==> src/rtl/fetch_queue.sv <==
// In-order fetch-to-decode buffer: one-cycle transit, one push and one pop per cycle.
// fetch_i_ready keeps a slot for the in-flight beat; dec_o is valid/ready, squash flushes.
package fetch_queue_pkg;
  typedef struct packed {
    logic        taken;
    logic [31:0] target;
  } bp_t;

  typedef struct packed {
    logic [31:0] pc;
    bp_t         bp;
    logic [31:0] data;
  } fetch_data_t;
endpackage

module fetch_queue
  import fetch_queue_pkg::*;
#(
  parameter int DEPTH = 4
) (
  input  logic                       clk,
  input  logic                       rst,
  input  fetch_data_t                fetch_i,
  input  logic                       fetch_i_valid,
  output logic                       fetch_i_ready,
  output fetch_data_t                dec_o,
  output logic                       dec_o_valid,
  input  logic                       dec_o_ready,
  output logic [$clog2(DEPTH+1)-1:0] occupancy,
  output logic                       overflow,
  squash_if.slave                    squash_io
);

  localparam int PTR_W = $clog2(DEPTH);
  localparam int CNT_W = $clog2(DEPTH+1);
  localparam logic [PTR_W-1:0] PTR_LAST  = PTR_W'(DEPTH - 1);
  localparam logic [CNT_W-1:0] CNT_FULL  = CNT_W'(DEPTH);
  localparam logic [CNT_W-1:0] CNT_READY = CNT_W'(DEPTH - 2);

  fetch_data_t      mem_q [DEPTH];
  fetch_data_t      mem_d [DEPTH];
  logic [PTR_W-1:0] wr_ptr_q, wr_ptr_d;
  logic [PTR_W-1:0] rd_ptr_q, rd_ptr_d;
  logic [CNT_W-1:0] count_q, count_d;
  logic             overflow_q, overflow_d;

  logic flush;
  logic push;
  logic pop;
  logic drop;

  // Non-power-of-two depths need an explicit wrap rather than natural rollover.
  function automatic logic [PTR_W-1:0] ptr_inc(input logic [PTR_W-1:0] p);
    return (p == PTR_LAST) ? '0 : p + PTR_W'(1);
  endfunction

  always_comb begin
    flush = squash_io.valid;
    pop   = dec_o_valid && dec_o_ready && !flush;
    push  = fetch_i_valid && !flush && ((count_q < CNT_FULL) || pop);
    drop  = fetch_i_valid && !flush && (count_q == CNT_FULL) && !pop;
  end

  always_comb begin
    mem_d      = mem_q;
    wr_ptr_d   = wr_ptr_q;
    rd_ptr_d   = rd_ptr_q;
    count_d    = count_q;
    overflow_d = overflow_q | drop;

    if (push) begin
      mem_d[wr_ptr_q] = fetch_i;
      wr_ptr_d        = ptr_inc(wr_ptr_q);
    end
    if (pop) begin
      rd_ptr_d = ptr_inc(rd_ptr_q);
    end

    case ({push, pop})
      2'b10:   count_d = count_q + CNT_W'(1);
      2'b01:   count_d = count_q - CNT_W'(1);
      default: count_d = count_q;
    endcase

    // Squash empties the queue but leaves the storage and the sticky error alone.
    if (flush) begin
      wr_ptr_d = '0;
      rd_ptr_d = '0;
      count_d  = '0;
    end
  end

  always_ff @(posedge clk) begin
    if (rst) begin
      wr_ptr_q   <= '0;
      rd_ptr_q   <= '0;
      count_q    <= '0;
      overflow_q <= 1'b0;
    end else begin
      wr_ptr_q   <= wr_ptr_d;
      rd_ptr_q   <= rd_ptr_d;
      count_q    <= count_d;
      overflow_q <= overflow_d;
    end
  end

  always_ff @(posedge clk) begin
    mem_q <= mem_d;
  end

  always_comb begin
    dec_o         = mem_q[rd_ptr_q];
    dec_o_valid   = (count_q != '0);
    fetch_i_ready = (count_q <= CNT_READY);
    occupancy     = count_q;
    overflow      = overflow_q;
  end

endmodule

==> src/rtl/fetch_queue_if.sv <==
// Squash broadcast from the back end; only valid is consumed by the fetch queue.
interface squash_if;
  logic valid;
  modport master (output valid);
  modport slave  (input  valid);
endinterface

==> src/flat_wrapper.sv <==
// flat-port wrapper written by rule: the top's interface ports become plain ports
module fetch_queue_flat import fetch_queue_pkg::*;
#(
  parameter int DEPTH = 4
)
  (clk, rst, fetch_i, fetch_i_valid, fetch_i_ready, dec_o, dec_o_valid, dec_o_ready, occupancy, overflow, squash_io_valid);
  squash_if squash_io_i ();
  input  logic clk;
  input  logic rst;
  input  fetch_data_t fetch_i;
  input  logic fetch_i_valid;
  output logic fetch_i_ready;
  output fetch_data_t dec_o;
  output logic dec_o_valid;
  input  logic dec_o_ready;
  output logic [$clog2(DEPTH+1)-1:0] occupancy;
  output logic overflow;
  input wire logic [$bits(squash_io_i.valid)-1:0] squash_io_valid;
  assign squash_io_i.valid = squash_io_valid;
  fetch_queue #(.DEPTH(DEPTH)) u_core (.clk(clk), .rst(rst), .fetch_i(fetch_i), .fetch_i_valid(fetch_i_valid), .fetch_i_ready(fetch_i_ready), .dec_o(dec_o), .dec_o_valid(dec_o_valid), .dec_o_ready(dec_o_ready), .occupancy(occupancy), .overflow(overflow), .squash_io(squash_io_i));
endmodule
==> config.mk <==
export PLATFORM = sky130hd
export DESIGN_NAME = fetch_queue_flat
export DESIGN_NICKNAME = d
export VERILOG_FILES = /design/src/rtl/fetch_queue.sv /design/src/rtl/fetch_queue_if.sv /design/src/flat_wrapper.sv
export SDC_FILE = /design/constraint.sdc
export NUM_CORES = 1
export LEC_CHECK = 0
export BUFFER_PORTS_ARGS = -buffer_cell sky130_fd_sc_hd__clkbuf_2
export CAP_MARGIN = 20
export CELL_PAD_IN_SITES_DETAIL_PLACEMENT = 1
export CELL_PAD_IN_SITES_GLOBAL_PLACEMENT = 2
export CORE_UTILIZATION = 45
export CTS_CLUSTER_SIZE = 12
export DETAILED_ROUTE_END_ITERATION = 10
export PLACE_DENSITY = 0.87
export SYNTH_ARGS = -nofsm -noshare
export SYNTH_HDL_FRONTEND = slang
export SYNTH_SLANG_ARGS = --single-unit
==> constraint.sdc <==
create_clock -name clk -period 8.4 [get_ports clk]
set_clock_uncertainty 0.1 [all_clocks]
set_input_delay 1.68 -clock clk [delete_from_list [all_inputs] [get_ports clk]]
set_output_delay 1.68 -clock clk [all_outputs]
set_load 0.03 [all_outputs]
==> results of run 1 <==
cells in the final DEF, fill, tap and decap left out:
master	n
a21oi_1	5
nand3b_1	1
dfxtp_1	6
dfxtp_4	2
buf_4	7
nand4_1	2
xor2_1	2
edfxtp_1	388
mux4_2	97
o21ai_0	5
nand2b_1	1
clkinv_1	8
fa_1	1
clkbuf_2	204
clkinv_2	3
clkbuf_16	43
diode_2	1
clkbuf_8	1
nor2_1	7
nand2_1	2
clkbuf_1	11
ha_1	6
and2_1	1
inv_6	1
or3_1	2
a41oi_1	1
nor2b_1	3
and2_4	4
inv_1	6
or4_1	1
or2_2	1
worst max path at each step:
stage	end	slack (ps)	cells past startpoint
after floorplan	u_core.mem_q[0]$_DFFE_PP_	3540	3
after global placement	dec_o[72]	4120	3
after detailed placement	u_core.mem_q[78]$_DFFE_PP_	4070	5
after CTS	dec_o[74]	3560	3
after global routing	dec_o[71]	3410	3
final	dec_o[72]	3710	3
flip-flops by register name, indices dropped and copies added (netlist names):
signal            flops
u_core.overflow       1
u_core.occupancy      3
u_core.wr_ptr_q       2
u_core.rd_ptr_q       2
u_core.mem_q        388
logic make-up after synthesis:
logic type | Yosys count | synth area share (%)
xor gates and xnor gates | 2 | 0.1210
adders and majority gates | 7 | 0.6568
AOI/OAI and AO/OA | 11 | 0.4061
DFF | 396 | 81.58
and+or+nand+nor | 25 | 0.9421
muxes | 97 | 15.09
buffers and inverters | 28 | 1.201
metal layers:
metal / part of all wire, % / GRT usage (%) / vias up
li1: - / - / 2884
met1: 42 / 23.29 / 3435
met2: 51 / 30.03 / 192
met3: 5.1 / 3.769 / 44
met4: 1.7 / 4.746 / 2
met5: 0.059 / 0 / -
layout make-up:
class / instances / area (um2) / share of cell area, %
sequential: 396 / 11820 / 69.08
multi-input combinational: 142 / 2502 / 14.63
clock buffer: 55 / 1131 / 6.612
timing repair buffer: 211 / 1074 / 6.275
tap: 402 / 503.0 / 2.940
clock inverter: 12 / 53.80 / 0.3145
inverter: 6 / 22.52 / 0.1316
antenna: 1 / 2.502 / 0.01463
critical path, delay by kind of cell, from the launching register on:
kind                   cells  cell delay, ps
buffers and inverters      2             910
DFF                        1             820
muxes                      1             620
power breakdown:
| group | switching, mW | internal (mW) | total, mW |
|---|---|---|---|
| combinational | 0.108 | 0.0554 | 0.163 |
| clock | 0.692 | 0.936 | 1.63 |
| sequential | 0.00790 | 2.20 | 2.21 |
==> impl_metrics.ini, run 1 <==
[clocking]
cts-root-buf = clkbuf_16
clk_path_buf_depth = 3
clk_latency_ps = 510
cts_buffers = 41
cts.sinks = 396
htreeDepth = 2
ctsHoldBuffers = 0
cts_resized = 0
clk_pin_slew_worst_paths_ps = 60
post-cts-setup-buffers = 0
tritoncts = done

[logic_synthesis]
synth_common_cells = edfxtp_1, mux4_2, dfxtp_1
ys.flop_type = edfxtp_1
synth.area.top_cells = edfxtp_1, mux4_2, dfxtp_1, ha_1, buf_4
synth_fp_nets = 675
synth-async-reset-ratio_pct = 0
ys_ff_latch = 396
synth_cells = 566
syn-cell-area_mm2 = 0.01448
synth_edf_count = 388
synth_most_common_cell = edfxtp_1
yosysSeqAreaShare_pct = 81.58
yosysTopAreaCell = edfxtp_1
yosysTopAreaCellShare_pct = 80.48
avgSynthCellArea_um2 = 25.58
synth.distinct_cells = 26
yosysWarnings = 0

[timing]
max_slew.worst_pin.slew_ps = 1011
timing.slew.headroom_pct = 32.58
setup_total_negative_slack_ps = 0
grt_setup_unrepaired = no
slew_viol_final = 0
worst_hold_slack_ps = 427.8
period_share_pct = 55.89
max_freq_ghz = 0.2130
min_period_ps = 4695
worst_slack_ps = 3705
hold_viol = 0
setup_violations = 0

[critical_path]
path_cells = buf_4 > mux4_2 > clkbuf_2
crit_start = u_core.rd_ptr_q[0]$_SDFFE_PP0P_
slowest_delay_ps = 820
crit_slowest_cell = dfxtp_4
reg2reg_from = u_core.occupancy[2]$_SDFFE_PP0P_
end_kind = output pin
r2r_end = u_core.mem_q[223]$_DFFE_PP_
start_kind = flip-flop
crit_type = flip-flop to output pin
arrival_ps = 2910
crit_required_ps = 6620
cp_max_fo = 36
ff2ff_path_depth = 4
reg2reg_slack_ps = 5520

[global_route]
grt_overflow_total = 0
grt_use_total_pct = 17.70
grt_pass1_vias = 7149
antenna_found_initial = 2
grt_max_degree = 69
grt_pass1_wl_um = 43160

[min_path]
hold_end = u_core.overflow$_SDFF_PP0_
min_path_type = flip-flop to flip-flop
whs_path_depth = 2
min_from = u_core.overflow$_SDFF_PP0_

[place]
dpl-instance-area_mm2 = 0.01592
dp_hpwl_um = 17250
dp_cells = 1157
dpl_worst_slack_ps = 4070
numPortBuffers = 204
gp_congestion = 0.7173

[cells_and_area]
utilization_pct = 54.08
fill_cells = 2772
layout-drive-gt1-share_pct = 44.16
area_growth_pct = 18.17
layout.cells.non_filler = 1225
fin_nets = 907
final_area_mm2 = 0.01711

[detailed_routing]
wl_um = 28690
avgRoutedWirePerCell_um = 23.42
drt-initial-drc-count = 418
vias_per_cell = 5.353
route.detailed.drc = 0
first_pass_iters = 4
antenna_left = 0
vias = 6557

[job]
maxCapViolCount = 0

[die]
start_util_pct = 45.76
die_y_um = 181.4
die_x_um = 181.4
rows = 65
dieArea_mm2 = 0.03289
core_area_mm2 = 0.03164
io_pins = 205

[pwr]
p_per_area_mw_per_mm2 = 233.7
ir_worst_vdd_mv = 0.2085
power_leakage_nw = 5.667
finalPower_mw = 3.998

[outcome]
status = complete, no violations
Power figures use the tool's default switching activity.
==> run 2: changes to the inputs <==
--- a/config.mk
+++ b/config.mk
@@ -5,14 +5,15 @@
 export SDC_FILE = /design/constraint.sdc
 export NUM_CORES = 1
 export LEC_CHECK = 0
+export ABC_AREA = 1
 export BUFFER_PORTS_ARGS = -buffer_cell sky130_fd_sc_hd__clkbuf_2
 export CAP_MARGIN = 20
 export CELL_PAD_IN_SITES_DETAIL_PLACEMENT = 1
 export CELL_PAD_IN_SITES_GLOBAL_PLACEMENT = 2
-export CORE_UTILIZATION = 45
+export CORE_UTILIZATION = 36
 export CTS_CLUSTER_SIZE = 12
 export DETAILED_ROUTE_END_ITERATION = 10
-export PLACE_DENSITY = 0.87
+export PLACE_DENSITY = 0.83
 export SYNTH_ARGS = -nofsm -noshare
 export SYNTH_HDL_FRONTEND = slang
 export SYNTH_SLANG_ARGS = --single-unit
==> constraint.sdc (replaced) <==
create_clock -name clk -period 3.76 [get_ports clk]
set_clock_uncertainty 0.1 [all_clocks]
set_input_delay 0.752 -clock clk [delete_from_list [all_inputs] [get_ports clk]]
set_output_delay 0.752 -clock clk [all_outputs]
set_load 0.03 [all_outputs]
==> run 2 against run 1 <==
Total power rose by 130%. Final cell count up 46%. Synthesized area grew 3.4%. Wire length grew 23%. Clock power up 140%. Cell area up 4.2%. Sequential share of layout area down 2.8 points.
==> impl_metrics.ini, run 2 <==
[cells_and_area]
largest_reg_flops = 388
final_cell_mix = edfxtp_1, clkbuf_2, nor2_1
top_register = u_core.mem_q
final_area_mm2 = 0.01783
area_growth_pct = 19.05
final_common_cell = edfxtp_1
fin_nets = 1336
layout-drive-gt1-share_pct = 23.49

[clocking]
ctsHoldBuffers = 0
cts_buffers = 43
cts.sinks = 396
htreeDepth = 2
post-cts-setup-buffers = 0
clk_pin_slew_worst_paths_ps = 50
clk_latency_ps = 550
clk_path_buf_depth = 3
cts_resized = 0
cts-root-buf = clkbuf_16
tritoncts = done

[die]
dieArea_mm2 = 0.04242
start_util_pct = 36.60
die_y_um = 206.0
rows = 74
io_pins = 205
core_area_mm2 = 0.04092
die_x_um = 206.0

[place]
dp_hpwl_um = 20430
numPortBuffers = 204
dpl-instance-area_mm2 = 0.01655
gp_congestion = 0.6862

[critical_path]
ff2ff_path_depth = 11
cp_max_fo = 71
reg2reg_from = u_core.occupancy[2]$_SDFFE_PP0P_
crit_required_ps = 2910
end_kind = output pin
r2r_end = u_core.occupancy[2]$_SDFFE_PP0P_
arrival_ps = 2480
crit_type = flip-flop to output pin
start_kind = flip-flop
reg2reg_slack_ps = 1600

[logic_synthesis]
avgSynthCellArea_um2 = 14.67
synth.distinct_cells = 25
yosysSeqAreaShare_pct = 78.86
syn-cell-area_mm2 = 0.01498
synth.area.top_cells = edfxtp_1, nor2_1, o21ai_0, o22ai_1, o21ai_1
ys_ff_latch = 396
synth_common_cells = edfxtp_1, nor2_1, o21ai_0
synth_most_common_cell = edfxtp_1
synth_edf_count = 388
yosysTopAreaCellShare_pct = 77.79
yosysTopAreaCell = edfxtp_1
yosysWarnings = 0
synth_cells = 1021
synth-async-reset-ratio_pct = 0
ys.flop_type = edfxtp_1
synth_fp_nets = 1130

[timing]
period_share_pct = 88.68
setup_total_negative_slack_ps = 0
grt_setup_unrepaired = no
timing.slew.headroom_pct = 52.88
slew_viol_final = 0
setup_violations = 0
hold_viol = 0
max_freq_ghz = 0.2999
max_slew.worst_pin.slew_ps = 706.8
min_period_ps = 3334

[detailed_routing]
vias_per_cell = 5.086
avgRoutedWirePerCell_um = 19.72
antenna_left = 0
first_pass_iters = 5
route.detailed.drc = 0
wl_um = 35280
vias = 9098
drt-initial-drc-count = 451

[min_path]
whs_path_depth = 2
min_from = rst
min_path_type = input port to flip-flop
hold_end = u_core.overflow$_SDFF_PP0_

[pwr]
power_leakage_nw = 6.245
p_per_area_mw_per_mm2 = 521.4
finalPower_mw = 9.296
ir_worst_vdd_mv = 0.4268

[global_route]
grt_max_degree = 98
grt_pass1_vias = 9505
antenna_found_initial = 1
grt_use_total_pct = 16.72
grt_pass1_wl_um = 53590
grt_overflow_total = 0

[outcome]
status = complete, no violations

[job]
maxCapViolCount = 0
-- run 2: changes by cell type after synthesis, sizes merged, moves of 3 or more --
cell,change
nor2,+202
o21ai,+191
mux4,-97
o22ai,+97
clkbuf,+25
buf,+17
inv,+16
nand2,+14
and2,-5
nand3,+5
nor2b,-3
-- run 2: critical path, stage by stage (launching register included) --
cell and delay [ps]:
dfxtp_4 610, buf_12 350, buf_12 280, o21ai_0 130, o22ai_1 230, clkbuf_2 250
-- run 2: how the worst max path moves through the flow --
stage | slack (ps) | from | endpoint | cells after the start
6_report | 430 | u_core.rd_ptr_q[0]$_SDFFE_PP0P_ | dec_o[2] | 5
5_1_grt | 240 | u_core.rd_ptr_q[0]$_SDFFE_PP0P_ | dec_o[75] | 5
4_1_cts | 370 | u_core.rd_ptr_q[0]$_SDFFE_PP0P_ | dec_o[41] | 5
3_5_place_dp | 970 | u_core.rd_ptr_q[0]$_SDFFE_PP0P_ | dec_o[41] | 5
3_3_place_gp | 1020 | u_core.rd_ptr_q[1]$_SDFFE_PP0P_ | dec_o[85] | 5
2_1_floorplan | -480 | squash_io_valid | u_core.mem_q[0]$_DFFE_PP_ | 5
-- run 2: final cells by class --
type	count	area (um2)
Antenna cell	1	2.502
Clock buffer	56	1167
Clock inverter	18	107.6
Fill cell	4169	23090
Inverter	22	91.34
Multi-Input combinational cell	539	2660
Sequential cell	396	11820
Tap cell	532	665.6
Timing Repair Buffer	225	1316
-- run 2: kinds of logic (layout without fill, tap and decap cells) --
family	count (synthesis)	after routing	synth area share (%)
compound gates	300	300	10.92
fa+ha+maj	7	7	0.6349
buf+inv	86	321	3.576
flops	396	396	78.86
other cells	0	1	0
simple gates	232	232	6.007
-- run 2: per-stage QoR --
step	hold slack [ps]	cells	utilization (%)	setup WS, ps
after floorplan	403.3	1021	-	-480.3
after global placement	333.5	1714	40.45	1019
after detailed placement	350.0	1714	40.45	967.3
after CTS	243.0	1788	43.56	370.3
after global routing	271.7	1788	43.56	236.8
final	278.6	1789	43.57	425.7
-- run 2: report_power, final --
group          switching [mW]  internal [mW]  leakage [nW]  total, mW
combinational           0.349          0.137          2.03      0.486
clock                    1.62           2.24         0.619       3.86
sequential             0.0206           4.92          3.59       4.95
-- run 2: layer usage --
layer	share of wire (%)	track usage (%)	vias up
met5	0.045	0	-
met4	2.2	5.856	2
met3	4.9	3.753	57
met2	51	29.07	187
met1	42	20.34	4603
li1	-	-	4249
